===== src/rtl/secuenciador_suma_pkg.sv =====
// Shared types and constants for the nibble-serial adder sequencer.
package secuenciador_suma_pkg;

  localparam int NIBBLE_W = 4;

  typedef enum logic [1:0] {
    IDLE = 2'd0,
    SUMA = 2'd1,
    FIN  = 2'd2
  } state_t;

  // Nibble index width: max(1, ceil(log2(nibbles))).
  function automatic int idx_width(input int nibbles);
    return (nibbles <= 2) ? 1 : $clog2(nibbles);
  endfunction

endpackage


===== src/rtl/secuenciador_suma_if.sv =====
// Requester-side handshake and operand/result bus of the sequencer.
interface secuenciador_suma_if #(
  parameter int NIBBLES = 4
);
  import secuenciador_suma_pkg::*;

  localparam int W = NIBBLE_W * NIBBLES;

  logic         start;
  logic [W-1:0] A;
  logic [W-1:0] B;
  logic         Ci;
  logic         ready;
  logic         busy;
  logic         done;
  logic [W-1:0] S;
  logic         Co;
  logic         OV;

  modport master (
    output start, A, B, Ci,
    input  ready, busy, done, S, Co, OV
  );

  modport slave (
    input  start, A, B, Ci,
    output ready, busy, done, S, Co, OV
  );

endinterface


===== src/rtl/secuenciador_suma_sumador.sv =====
// Combinational 4-bit adder slice shared by all nibbles of the sequencer.
module sumador_4bits
  import secuenciador_suma_pkg::*;
(
  input  logic [NIBBLE_W-1:0] A,
  input  logic [NIBBLE_W-1:0] B,
  input  logic                Ci,
  output logic [NIBBLE_W-1:0] S,
  output logic                Co
);

  assign {Co, S} = {1'b0, A} + {1'b0, B} + {{NIBBLE_W{1'b0}}, Ci};

endmodule


===== src/rtl/secuenciador_suma.sv =====
// Multi-cycle W-bit adder: one 4-bit slice reused LS nibble first, carry
// held in a register between cycles.
module secuenciador_suma
  import secuenciador_suma_pkg::*;
#(
  parameter int NIBBLES = 4
) (
  input  logic                clk,
  input  logic                rst,
  secuenciador_suma_if.slave  bus
);

  localparam int             W    = NIBBLE_W * NIBBLES;
  localparam int             IW   = idx_width(NIBBLES);
  localparam logic [IW-1:0]  LAST = IW'(NIBBLES - 1);

  state_t                state_q, state_d;
  logic [IW-1:0]         idx_q, idx_d;
  logic [W-1:0]          a_q, a_d, b_q, b_d;
  logic                  carry_q, carry_d;
  logic [W-1:0]          s_q, s_d;
  logic                  co_q, co_d, ov_q, ov_d;

  logic [NIBBLE_W-1:0]   add_a, add_b, add_s;
  logic                  add_co;
  logic                  accept;

  always_comb begin
    add_a = '0;
    add_b = '0;
    for (int n = 0; n < NIBBLES; n++) begin
      if (idx_q == IW'(n)) begin
        add_a = a_q[n*NIBBLE_W +: NIBBLE_W];
        add_b = b_q[n*NIBBLE_W +: NIBBLE_W];
      end
    end
  end

  sumador_4bits u_sumador (
    .A  (add_a),
    .B  (add_b),
    .Ci (carry_q),
    .S  (add_s),
    .Co (add_co)
  );

  assign accept = bus.start && (state_q != SUMA);

  always_comb begin
    state_d = state_q;
    idx_d   = idx_q;
    a_d     = a_q;
    b_d     = b_q;
    carry_d = carry_q;
    s_d     = s_q;
    co_d    = co_q;
    ov_d    = ov_q;
    case (state_q)
      IDLE, FIN: begin
        if (accept) begin
          a_d     = bus.A;
          b_d     = bus.B;
          carry_d = bus.Ci;
          idx_d   = '0;
          state_d = SUMA;
        end else begin
          state_d = IDLE;
        end
      end
      SUMA: begin
        for (int n = 0; n < NIBBLES; n++) begin
          if (idx_q == IW'(n)) s_d[n*NIBBLE_W +: NIBBLE_W] = add_s;
        end
        carry_d = add_co;
        if (idx_q == LAST) begin
          // Carry into the MSB recovered from its sum bit, since the slice hides it.
          co_d    = add_co;
          ov_d    = (a_q[W-1] ^ b_q[W-1] ^ add_s[NIBBLE_W-1]) ^ add_co;
          state_d = FIN;
        end else begin
          idx_d = idx_q + 1'b1;
        end
      end
      default: state_d = IDLE;
    endcase
  end

  always_ff @(posedge clk) begin
    if (rst) begin
      state_q <= IDLE;
      idx_q   <= '0;
      carry_q <= 1'b0;
      s_q     <= '0;
      co_q    <= 1'b0;
      ov_q    <= 1'b0;
    end else begin
      state_q <= state_d;
      idx_q   <= idx_d;
      carry_q <= carry_d;
      s_q     <= s_d;
      co_q    <= co_d;
      ov_q    <= ov_d;
    end
  end

  always_ff @(posedge clk) begin
    a_q <= a_d;
    b_q <= b_d;
  end

  assign bus.ready = (state_q != SUMA);
  assign bus.busy  = (state_q == SUMA);
  assign bus.done  = (state_q == FIN);
  assign bus.S     = s_q;
  assign bus.Co    = co_q;
  assign bus.OV    = ov_q;

endmodule


===== src/flat_wrapper.sv =====
// flat-port wrapper written by rule: the top's interface ports become plain ports
module secuenciador_suma_flat import secuenciador_suma_pkg::*;
#(
  parameter int NIBBLES = 4
)
  (clk, rst, bus_start, bus_A, bus_B, bus_Ci, bus_ready, bus_busy, bus_done, bus_S, bus_Co, bus_OV);
  secuenciador_suma_if #(.NIBBLES(NIBBLES)) bus_i ();
  input  logic clk;
  input  logic rst;
  input wire logic [$bits(bus_i.start)-1:0] bus_start;
  input wire logic [$bits(bus_i.A)-1:0] bus_A;
  input wire logic [$bits(bus_i.B)-1:0] bus_B;
  input wire logic [$bits(bus_i.Ci)-1:0] bus_Ci;
  output wire logic [$bits(bus_i.ready)-1:0] bus_ready;
  output wire logic [$bits(bus_i.busy)-1:0] bus_busy;
  output wire logic [$bits(bus_i.done)-1:0] bus_done;
  output wire logic [$bits(bus_i.S)-1:0] bus_S;
  output wire logic [$bits(bus_i.Co)-1:0] bus_Co;
  output wire logic [$bits(bus_i.OV)-1:0] bus_OV;
  assign bus_i.start = bus_start;
  assign bus_i.A = bus_A;
  assign bus_i.B = bus_B;
  assign bus_i.Ci = bus_Ci;
  assign bus_ready = bus_i.ready;
  assign bus_busy = bus_i.busy;
  assign bus_done = bus_i.done;
  assign bus_S = bus_i.S;
  assign bus_Co = bus_i.Co;
  assign bus_OV = bus_i.OV;
  secuenciador_suma #(.NIBBLES(NIBBLES)) u_core (.clk(clk), .rst(rst), .bus(bus_i));
endmodule

===== config.mk =====
export PLATFORM = sky130hd
export DESIGN_NAME = secuenciador_suma_flat
export DESIGN_NICKNAME = d
export VERILOG_FILES = /design/src/rtl/secuenciador_suma_pkg.sv /design/src/rtl/secuenciador_suma_if.sv /design/src/rtl/secuenciador_suma_sumador.sv /design/src/rtl/secuenciador_suma.sv /design/src/flat_wrapper.sv
export SDC_FILE = /design/constraint.sdc
export NUM_CORES = 1
export LEC_CHECK = 0
export CELL_PAD_IN_SITES_DETAIL_PLACEMENT = 0
export CELL_PAD_IN_SITES_GLOBAL_PLACEMENT = 1
export CORE_MARGIN = 5
export CORE_UTILIZATION = 34
export CTS_BUF_LIST = sky130_fd_sc_hd__clkbuf_16
export CTS_CLUSTER_SIZE = 12
export DETAILED_ROUTE_END_ITERATION = 8
export PLACE_DENSITY_LB_ADDON = 0.1
export RECOVER_POWER = 100
export SYNTH_ARGS = -nofsm -noshare
export SYNTH_HDL_FRONTEND = slang
export SYNTH_SLANG_ARGS = --single-unit

===== constraint.sdc =====
create_clock -name clk -period 2.7 [get_ports clk]
set_input_delay 0.54 -clock clk [delete_from_list [all_inputs] [get_ports clk]]
set_output_delay 0.54 -clock clk [all_outputs]
set_load 0.05 [all_outputs]

==> flow_metrics.env <==
export IMPL_fmax_mhz=390
export IMPL_antenna_found_initial=0
export IMPL_ant_nets=0
export IMPL_clock_skew_ns=0.00428
export IMPL_power_total_mw=2.02
export IMPL_wl_um=4770
export IMPL_vias=1687
export IMPL_finalCriticalPeriod_ns=2.57
export IMPL_wl_per_cell_um=13.5
export IMPL_core_region_area_um2=6760
export IMPL_synth_seq_cells=55
export IMPL_detail_route_first_pass_iterations=4
export IMPL_grt_pass1_wl_um=7720
export IMPL_nets=318
export IMPL_die_area_um2=8670
export IMPL_die_y_um=93.1
export IMPL_gr_usage_all_layers=0.115
export IMPL_tightest_slew_ns=0.763
export IMPL_layout_common_cells="dlygate4sd3_1, edfxtp_1, a21oi_1, dfxtp_1, nor2_1"
export IMPL_multi_input_area_um2=900
export IMPL_crit_fanout=5
export IMPL_syn_num_nets=251
export IMPL_critPathCaptureType="register"
export IMPL_num_rows=30
export IMPL_grt_use_met1=0.139
export IMPL_start_util=0.347
export IMPL_drive_gt1_frac=0.153
export IMPL_synth_cell_types=33
export IMPL_regArea_um2=1420
export IMPL_clk_pin_slew_worst_paths_ns=0.06
export IMPL_grt_overflow_total=0
export IMPL_dp_hpwl_um=3650
export IMPL_pin_count=57
export IMPL_regToRegSetupSlack_ns=0.13
export IMPL_clk_path_buf_depth=2
export IMPL_synth_area_um2=2350
export IMPL_reg2reg_to="u_core.bus.OV"
export IMPL_fin_crit_sh=0.950
export IMPL_worstHoldPathType="reg2reg"
export IMPL_avgSynthCellArea_um2=11.4
export IMPL_die_x_um=93.1
export IMPL_final_core_util=0.484
export IMPL_syn_inst=206
export IMPL_grt_most_used_layer="met2"
export IMPL_status="finished, final reports clean"
export IMPL_power_density_nw_per_um2=619
export IMPL_r2r_cells=11
export IMPL_crit_end="u_core.bus.OV"
export IMPL_r2r_start="u_core.idx_q[1]"
export IMPL_seq_area_frac_synth=0.606
export IMPL_cts_root_buf="clkbuf_16"
export IMPL_dp_cells=345
export IMPL_holdWs_ns=0.451
export IMPL_cts_tree="built"
export IMPL_fill_cells=635
export IMPL_worstSetupPathType="reg2reg"
export IMPL_fin_cells=354
export IMPL_crit_arrival_ns=2.75
export IMPL_cp_startpoint="u_core.idx_q[1]"
export IMPL_cts_sinks=55
export IMPL_drc=0
export IMPL_clock_latency_ns=0.29
export IMPL_area_growth_synth_to_final_pct=39.3
export IMPL_antenna_cells=0
export IMPL_fin_tns_setup_ns=0
export IMPL_critPathLaunchType="register"
export IMPL_finalHoldViolCount=0
export IMPL_drtIter0Drc=49
export IMPL_grt_pass1_vias=1634
export IMPL_setup_viol=0
export IMPL_relSlewSlack=0.491
export IMPL_port_buffers=56
export IMPL_grt_max_degree=33
export IMPL_slew_violations=0
export IMPL_vdd_drop_max_mv=0.260
export IMPL_grt_use_met3=0.0314
export IMPL_yosys_warnings=0
export IMPL_layout_commonest_cell="dlygate4sd3_1"
export IMPL_vias_per_cell=4.77
export IMPL_gp_congestion=0.766
export IMPL_htreeDepth=2
export IMPL_maxCapViolCount=0
export IMPL_p_leak_nw=1.21
export IMPL_cp_required_ns=2.88
export IMPL_numCtsBuffers=5
export IMPL_met2_usage=0.198
per-stage QoR:
step / instance area (µm²) / setup WS (ns)
after floorplan: 2350 / 0.0151
after global placement: 3070 / -0.0622
after detailed placement: 3070 / -0.0593
after CTS: 3240 / 0.0221
after global routing: 3270 / -0.00673
final: 3270 / 0.135
synthesized netlist by cell type:
master,instances,share of area
nand3b_1,6,0.019
o211ai_1,1,0.0032
buf_2,1,0.0021
nor2b_2,1,0.0037
a21oi_1,22,0.047
a211oi_1,11,0.035
nand2b_1,3,0.0080
nand2_1,16,0.026
nand3_1,6,0.013
nor2_1,18,0.029
a31o_1,1,0.0037
nor3_1,5,0.011
a211o_1,1,0.0037
o21a_1,1,0.0032
dfxtp_1,23,0.20
nor3b_1,2,0.0064
buf_4,3,0.0096
mux2i_1,3,0.013
a221oi_1,2,0.0075
inv_1,5,0.0080
and2_1,5,0.013
or3_2,1,0.0032
xor2_1,1,0.0037
and3b_4,1,0.0053
a21o_1,2,0.0064
edfxtp_1,32,0.41
clkbuf_1,8,0.013
xnor2_1,1,0.0037
ha_1,7,0.037
nor2b_1,6,0.016
o21ai_0,7,0.015
fa_1,2,0.017
buf_6,2,0.0096
worst max-delay path, stage by stage (launching register included):
cell and delay [ns]:
dfxtp_2 0.35, clkbuf_1 0.17, ha_1 0.28, buf_4 0.16, a21oi_1 0.09, fa_2 0.40, inv_2 0.07, fa_2 0.20
nand3_2 0.08, a21o_1 0.20, a211o_1 0.30, a31o_1 0.17
registers in the layout, indices dropped and copies added (netlist names):
signal / cells
u_core.a_q: 16
u_core.b_q: 16
u_core.bus.S: 16
u_core.idx_q: 2
u_core.state_q: 2
u_core.bus.Co: 1
u_core.bus.OV: 1
u_core.carry_q: 1
routing by layer:
metal | vias up | share of wire
met4 | 0 | 0.012
met5 | - | 0
met2 | 40 | 0.50
met1 | 775 | 0.44
li1 | 865 | -
met3 | 7 | 0.051
worst min path at each step:
stage	end	slack (ns)	startpoint	depth (start not counted)
floorplan	u_core.idx_q[0]	0.57	u_core.idx_q[0]	3
global placement	u_core.bus.S[13]	0.45	u_core.bus.S[13]	2
detailed placement	u_core.bus.S[13]	0.45	u_core.bus.S[13]	2
CTS	u_core.bus.S[13]	0.46	u_core.bus.S[13]	2
global route	u_core.bus.S[15]	0.48	u_core.bus.S[15]	2
finish	u_core.bus.S[13]	0.45	u_core.bus.S[13]	2
cells by family after synthesis:
| group | Yosys count | synth area share |
|---|---|---|
| buffers and inverters | 19 | 0.0421 |
| and+or+nand+nor | 70 | 0.153 |
| DFF | 55 | 0.606 |
| muxes | 3 | 0.0128 |
| adders and majority gates | 9 | 0.0544 |
| AOI/OAI and AO/OA | 48 | 0.125 |
| xor gates and xnor gates | 2 | 0.00746 |
layout make-up:
class / instances / share of cell area
timing repair buffer: 74 / 0.210
tap: 80 / 0.0306
multi-input combinational: 132 / 0.275
clock buffer: 5 / 0.0383
clock inverter: 3 / 0.00459
inverter: 5 / 0.00650
sequential: 55 / 0.435
report_power, final:
part	switching [mW]	internal, mW	total [mW]
combinational	0.248	0.213	0.461
clock	0.267	0.337	0.604
sequential	0.0183	0.941	0.959
repair_timing:
| item | 4_1_cts | 5_1_grt |
|---|---|---|
| hold buffers | 0 | 0 |
| gates resized for setup | 7 | 19 |
| buffers inserted | 0 | 1 |
| setup endpoints to repair | 4 | 9 |
| pin swaps | 0 | 9 |
(Power assumes the default switching activity.)
